--- src/rtl/audio_buffer_reader_pkg.sv ---
// audio_buffer_reader_pkg: shared state encoding and sample constants for the
// playback-side ping-pong buffer reader.
package audio_buffer_reader_pkg;

  localparam int         SAMPLE_BITS   = 16;
  localparam logic [7:0] MONO_CHANNELS = 8'd1;

  typedef enum logic [2:0] {
    WAIT_FILL,
    IDLE,
    FETCH,
    PRESENT,
    SWAP
  } state_t;

  // Bytes making up one frame in RAM: one 16-bit sample for mono, two for stereo.
  function automatic logic [2:0] bytes_per_frame(input logic mono);
    return mono ? 3'd2 : 3'd4;
  endfunction

endpackage

--- src/rtl/audio_sample_assembler.sv ---
// audio_sample_assembler: captures the RAM bytes of one frame and joins them
// little-endian into left/right samples, duplicating left into right for mono.
module audio_sample_assembler
  import audio_buffer_reader_pkg::*;
(
  input  logic                   clk,
  input  logic                   rst_n,
  input  logic                   capture_en,
  input  logic [1:0]             capture_idx,
  input  logic [7:0]             byte_data,
  input  logic                   mono,
  output logic [SAMPLE_BITS-1:0] left_sample,
  output logic [SAMPLE_BITS-1:0] right_sample
);

  logic [7:0] frame_bytes [4];

  // Store each fetched byte in its slot: L_lo, L_hi, R_lo, R_hi.
  always_ff @(posedge clk) begin
    if (!rst_n) begin
      for (int i = 0; i < 4; i++) begin
        frame_bytes[i] <= '0;
      end
    end else if (capture_en) begin
      frame_bytes[capture_idx] <= byte_data;
    end
  end

  assign left_sample  = {frame_bytes[1], frame_bytes[0]};
  assign right_sample = mono ? left_sample : {frame_bytes[3], frame_bytes[2]};

endmodule

--- src/rtl/audio_buffer_reader.sv ---
// audio_buffer_reader: reads 16-bit little-endian PCM from the active half of
// the ping-pong audio RAM, presents frames to the I2S serializer on request,
// and owns half selection plus the filled/empty/empty_ack writer handshake.
// Optional feature: define AUDIO_READER_UNDERRUN_CNT_EN to build the
// saturating underrun counter; otherwise underrun_count_o is tied to zero.
module audio_buffer_reader
  import audio_buffer_reader_pkg::*;
#(
  parameter int BUFFER_ADDR_BITS = 10
) (
  input  logic                        clk,
  input  logic                        rst_n,
  input  logic                        pause_i,
  input  logic                        sample_req_i,
  output logic [SAMPLE_BITS-1:0]      sample_left_o,
  output logic [SAMPLE_BITS-1:0]      sample_right_o,
  output logic                        sample_valid_o,
  output logic [BUFFER_ADDR_BITS-1:0] buffer_addr_o,
  output logic                        buffer_sel_o,
  input  logic [7:0]                  buffer_data_i,
  input  logic                        buffer_filled_i,
  output logic                        buffer_empty_o,
  input  logic                        buffer_empty_ack_i,
  input  logic [7:0]                  wav_channels_i,
  output logic [15:0]                 underrun_count_o
);

  state_t                 state;
  logic [2:0]             fetch_cnt;
  logic [2:0]             frame_bytes;
  logic                   fetch_mono;
  logic                   wrapped;
  logic                   zero_pend;
  logic                   capture_en;
  logic [1:0]             capture_idx;
  logic [SAMPLE_BITS-1:0] frame_left;
  logic [SAMPLE_BITS-1:0] frame_right;

  assign frame_bytes = bytes_per_frame(fetch_mono);
  // RAM q lags the address by one cycle, so byte k lands on fetch count k+1.
  assign capture_en  = (state == FETCH) && (fetch_cnt != 3'd0);
  assign capture_idx = fetch_cnt[1:0] - 2'd1;

  audio_sample_assembler u_assembler (
    .clk          (clk),
    .rst_n        (rst_n),
    .capture_en   (capture_en),
    .capture_idx  (capture_idx),
    .byte_data    (buffer_data_i),
    .mono         (fetch_mono),
    .left_sample  (frame_left),
    .right_sample (frame_right)
  );

  // Main reader FSM: fetch/present frames, serve silence, swap halves, track empty.
  always_ff @(posedge clk) begin
    if (!rst_n) begin
      state          <= WAIT_FILL;
      fetch_cnt      <= '0;
      fetch_mono     <= 1'b0;
      wrapped        <= 1'b0;
      zero_pend      <= 1'b0;
      sample_left_o  <= '0;
      sample_right_o <= '0;
      sample_valid_o <= 1'b0;
      buffer_addr_o  <= '0;
      buffer_sel_o   <= 1'b0;
      buffer_empty_o <= 1'b0;
    end else begin
      sample_valid_o <= 1'b0;
      zero_pend      <= 1'b0;

      if (zero_pend) begin
        sample_left_o  <= '0;
        sample_right_o <= '0;
        sample_valid_o <= 1'b1;
      end

      if (buffer_empty_ack_i) begin
        buffer_empty_o <= 1'b0;
      end

      case (state)
        WAIT_FILL: begin
          if (sample_req_i) begin
            zero_pend <= 1'b1;
          end
          if (buffer_filled_i) begin
            state <= SWAP;
          end
        end

        IDLE: begin
          if (sample_req_i) begin
            if (pause_i) begin
              zero_pend <= 1'b1;
            end else begin
              state      <= FETCH;
              fetch_cnt  <= '0;
              fetch_mono <= (wav_channels_i == MONO_CHANNELS);
              wrapped    <= 1'b0;
            end
          end
        end

        FETCH: begin
          if (fetch_cnt < frame_bytes) begin
            buffer_addr_o <= buffer_addr_o + BUFFER_ADDR_BITS'(1);
            if (&buffer_addr_o) begin
              wrapped <= 1'b1;
            end
          end
          if (fetch_cnt == frame_bytes) begin
            state <= PRESENT;
          end
          fetch_cnt <= fetch_cnt + 3'd1;
        end

        PRESENT: begin
          sample_left_o  <= frame_left;
          sample_right_o <= frame_right;
          sample_valid_o <= 1'b1;
          if (!wrapped) begin
            state <= IDLE;
          end else if (buffer_filled_i) begin
            state <= SWAP;
          end else begin
            state <= WAIT_FILL;
          end
        end

        SWAP: begin
          buffer_sel_o   <= ~buffer_sel_o;
          buffer_empty_o <= 1'b1;
          buffer_addr_o  <= '0;
          state          <= IDLE;
        end

        default: begin
          state <= WAIT_FILL;
        end
      endcase
    end
  end

`ifdef AUDIO_READER_UNDERRUN_CNT_EN
  logic seen_fill;
  logic underrun_pend;

  // Count silence frames served while starved, ignoring the start-up wait before the first fill.
  always_ff @(posedge clk) begin
    if (!rst_n) begin
      seen_fill        <= 1'b0;
      underrun_pend    <= 1'b0;
      underrun_count_o <= '0;
    end else begin
      if (state == SWAP) begin
        seen_fill <= 1'b1;
      end
      underrun_pend <= (state == WAIT_FILL) && sample_req_i && seen_fill;
      if (underrun_pend && (underrun_count_o != 16'hFFFF)) begin
        underrun_count_o <= underrun_count_o + 16'd1;
      end
    end
  end
`else
  assign underrun_count_o = '0;
`endif

endmodule

--- config.mk ---
export PLATFORM = sky130hd
export DESIGN_NAME = audio_buffer_reader
export DESIGN_NICKNAME = d
export VERILOG_FILES = /design/src/rtl/audio_buffer_reader_pkg.sv /design/src/rtl/audio_sample_assembler.sv /design/src/rtl/audio_buffer_reader.sv
export SDC_FILE = /design/constraint.sdc
export NUM_CORES = 1
export LEC_CHECK = 0
export CORE_MARGIN = 2
export CORE_UTILIZATION = 50
export DETAILED_ROUTE_END_ITERATION = 10
export PLACE_DENSITY = 0.89
export RECOVER_POWER = 100
export SLEW_MARGIN = 0
export SYNTH_ARGS = -nofsm -noshare
export SYNTH_HDL_FRONTEND = slang
export SYNTH_SLANG_ARGS = --single-unit
export TNS_END_PERCENT = 10
--- constraint.sdc ---
create_clock -name clk -period 2.3 [get_ports clk]
set_input_delay 0.23 -clock clk [delete_from_list [all_inputs] [get_ports clk]]
set_output_delay 0.23 -clock clk [all_outputs]
set_load 0.01 [all_outputs]
==> run_results.csv <==
group,metric,value,unit
detailed_routing,wl_per_cell,14.64,um
synth,synth_compound_area_frac,0.09369,
critical_path,crit_path_start_kind,"primary input",
timing,fmax,478.6,MHz
synth,synth_area_leaders,"dfxtp_1, edfxtp_1, nor3b_1",
critical_path,cp_num_cells,5,
critical_path,critPathMaxFanout,48,
layout,stdcell_area,4938,um^2
synth,netlist.area_leader.share,0.2672,
synth,async_reset_ff_frac,0,
global_routing,grt_pass1_wl,13.34,mm
critical_path,worstRegToRegCells,3,
critical_path,path_cells,"dlygate4sd3_1 > clkbuf_2 > nand2b_1 > or4_1 > nand2_1",
synth,yosys.area_share.adder,0.01546,
timing,slew_viol_final,0,
global_routing,grt_pass1_vias,2851,
detailed_routing,ant_nets,0,
power,power_per_cell_area,598.1,nW/um^2
critical_path,cpLargestDelayFamily,"buffers and inverters",
detailed_routing,drt-pass1-iter-count,4,
global_routing,overflow,0,
die,core,7767,um^2
layout,nNetsFinal,483,
synth,synth_area_leader_cell,"dfxtp_1",
synth,ys_types,52,
critical_path,endpoint_kind,"register",
synth,ys_ff_latch,86,
timing,finalHoldViolCount,0,
synth,ys_seq_area_frac,0.5046,
die,die-height,93.96,um
placement,placed_cell_area,4753,um^2
synth,syn_inst,393,
die,start_util,0.5209,
clocking,cts_tree,"yes",
clocking,ctsHtreeMaxLevel,3,
power,p_seq_frac,0.557,
clocking,cts_resized,0,
layout,diodes,0,
flow_run,max-cap-violations,0,
critical_path,rrSetupSlack,0.23,ns
clocking,clock_latency,0.36,ns
synth,synth_mux_area_frac,0.04205,
synth,synth-main-ff-cell,"dfxtp_1",
power,power.total,0.002954,W
die,die_area,8828,um^2
global_routing,grt.total_usage,0.1957,
power,p_int,0.002243,W
global_routing,antenna_found_initial,0,
timing,setup_violations,0,
detailed_routing,drcViolationCount,0,
clocking,cts_setup_buffers,0,
timing,fin_skew,0.01497,ns
placement,port_buffers,66,
power,power.leakage,1.899,nW
timing,tightest_slew,1.134,ns
layout,layout_common_cells,"dfxtp_1, dlygate4sd3_1, nor3b_1",
clocking,cts_num_sinks,86,
critical_path,path_class,"primary input to register",
synth,syn_avg_cell_area,10.30,um^2
layout,drive_gt1_frac,0.07158,
placement,routabilityCongestion,0.8277,
critical_path,required,2.61,ns
timing,period_needed,2.089,ns
critical_path,cpMaxStageDelayCell,"clkbuf_2",
placement,dp_hpwl,6.059,mm
die,die_w,93.96,um
die,num_rows,32,
detailed_routing,finalWirelength,8.242,mm
critical_path,arrival,2.40,ns
timing,fin_tns_setup,0,ns
layout,layout_commonest_cell,"dfxtp_1",
power,p_comb_frac,0.081,
timing,grt_setup_unrepaired,"no",
detailed_routing,first_iter_violations,109,
critical_path,path_buf_inv,2,
timing,relSlewSlack,0.2374,
clocking,cts_root_buffer,"clkbuf_8",
power,vdd_ir_drop_max,0.0003896,V
synth,netlist_area,4046,um^2
die,io_pins,83,
clocking,clkTransAtPathRegs,0.09,ns
layout,area_growth_syn_to_layout,22.05,%
power,switching_power,0.0007107,W
critical_path,max_stage_delay,0.66,ns
detailed_routing,vias,2982,
timing,finalCritPeriodShare,0.9084,
synth,synth_top_family_by_area,"simple AND/OR/NAND/NOR gates",
min_path,min_path_cells,3,
power,p_clk_frac,0.362,
detailed_routing,vias_per_cell,5.297,
placement,post-place-ws,0.1925,ns
clocking,cts_made_buffers,9,
synth,synth-xor-area-share,0.01082,
global_routing,grt_start_max_net_pins,50,
synth,synth_edf_count,32,
status,status,"finished clean",
synth,yosysWarnings,0,
timing,timing.final.ws_setup,0.2106,ns
clocking,cts_buffer_depth,2,
synth,synthSimpleGateAreaFrac,0.2659,
clocking,ctsHoldBuffers,0,
min_path,min_path_type,"primary input to register",
power,switching_share,0.2406,
## state kept, by name, summed over array words and instances, names as in the netlist, 3 cells and up
| name | cells |
|---|---|
| fetch_cnt | 3 |
| state | 3 |
| sample_left_o | 16 |
| sample_right_o | 16 |
| buffer_addr_o | 10 |
| u_assembler.frame_bytes | 32 |
## synth_stat cells (all sizes together) (9+ instances only)
cell type   n
a21oi      21
and2       36
buf        24
clkbuf     18
dfxtp      54
edfxtp     32
inv         9
mux2i      17
nand2      10
nand2b     11
nor2       26
nor2b      22
nor3b      35
o21a       19
## stage by stage
stage / hold slack, ns / utilization / cells
2_1_floorplan: 0.3866 / - / 408
3_3_place_gp: 0.4712 / 0.6120 / 547
3_5_place_dp: 0.5016 / 0.6120 / 547
4_1_cts: 0.5116 / 0.6382 / 563
5_1_grt: 0.5573 / 0.6358 / 563
6_report: 0.5141 / 0.6358 / 563
## per-layer routing
| metal | up-vias | global-route usage | share of wire |
|---|---|---|---|
| met2 | 101 | 0.3321 | 0.49 |
| li1 | 1454 | - | - |
| met3 | 14 | 0.03371 | 0.045 |
| met4 | 0 | 0.08696 | 0.022 |
| met1 | 1413 | 0.2438 | 0.44 |
| met5 | - | 0 | 0 |
## layout make-up
class | count | area, um^2
clock buffers | 13 | 180.2
clock inverters | 3 | 23.77
fillers | 637 | 2829
inverters | 9 | 33.78
multi-input cells | 271 | 1787
flip-flops and latches | 86 | 2042
well taps | 102 | 127.6
repair buffers | 79 | 744.5
## power by group through the flow
stage / logic, W / registers [W] / clock network, W
final: 0.000239 / 0.00165 / 0.00107
after global routing: 0.000263 / 0.00165 / 0.00114
after CTS: 0.000247 / 0.00165 / 0.00109
after detailed placement: 0.000245 / 0.00168 / 0
after global placement: 0.000239 / 0.00168 / 0
after floorplan: 0.000175 / 0.00167 / 0
## worst reg2reg max path: stages (launching register included)
cell	delay, ns
dfxtp_1	0.34
inv_1	0.06
ha_1	0.35
o31ai_1	0.95
## cell families (layout without fill, tap and decap cells)
logic type      count (synthesis)  count (layout)
simple gates                  171             171
other cells                     1              16
compound gates                 57              57
xor+xnor                        5               5
fa+ha+maj                       5               5
buf+inv                        51             104
mux                            17              17
flops                          86              86
## path summary, 6_finish.rpt
check                                   to               start
max                       buffer_addr_o[6]               rst_n
min                         buffer_empty_o  buffer_empty_ack_i
min reg2reg               buffer_addr_o[8]    buffer_addr_o[8]
max reg2reg  u_assembler.frame_bytes[2][2]        fetch_cnt[0]
Note: power is estimated with default switching activity, not from simulation.
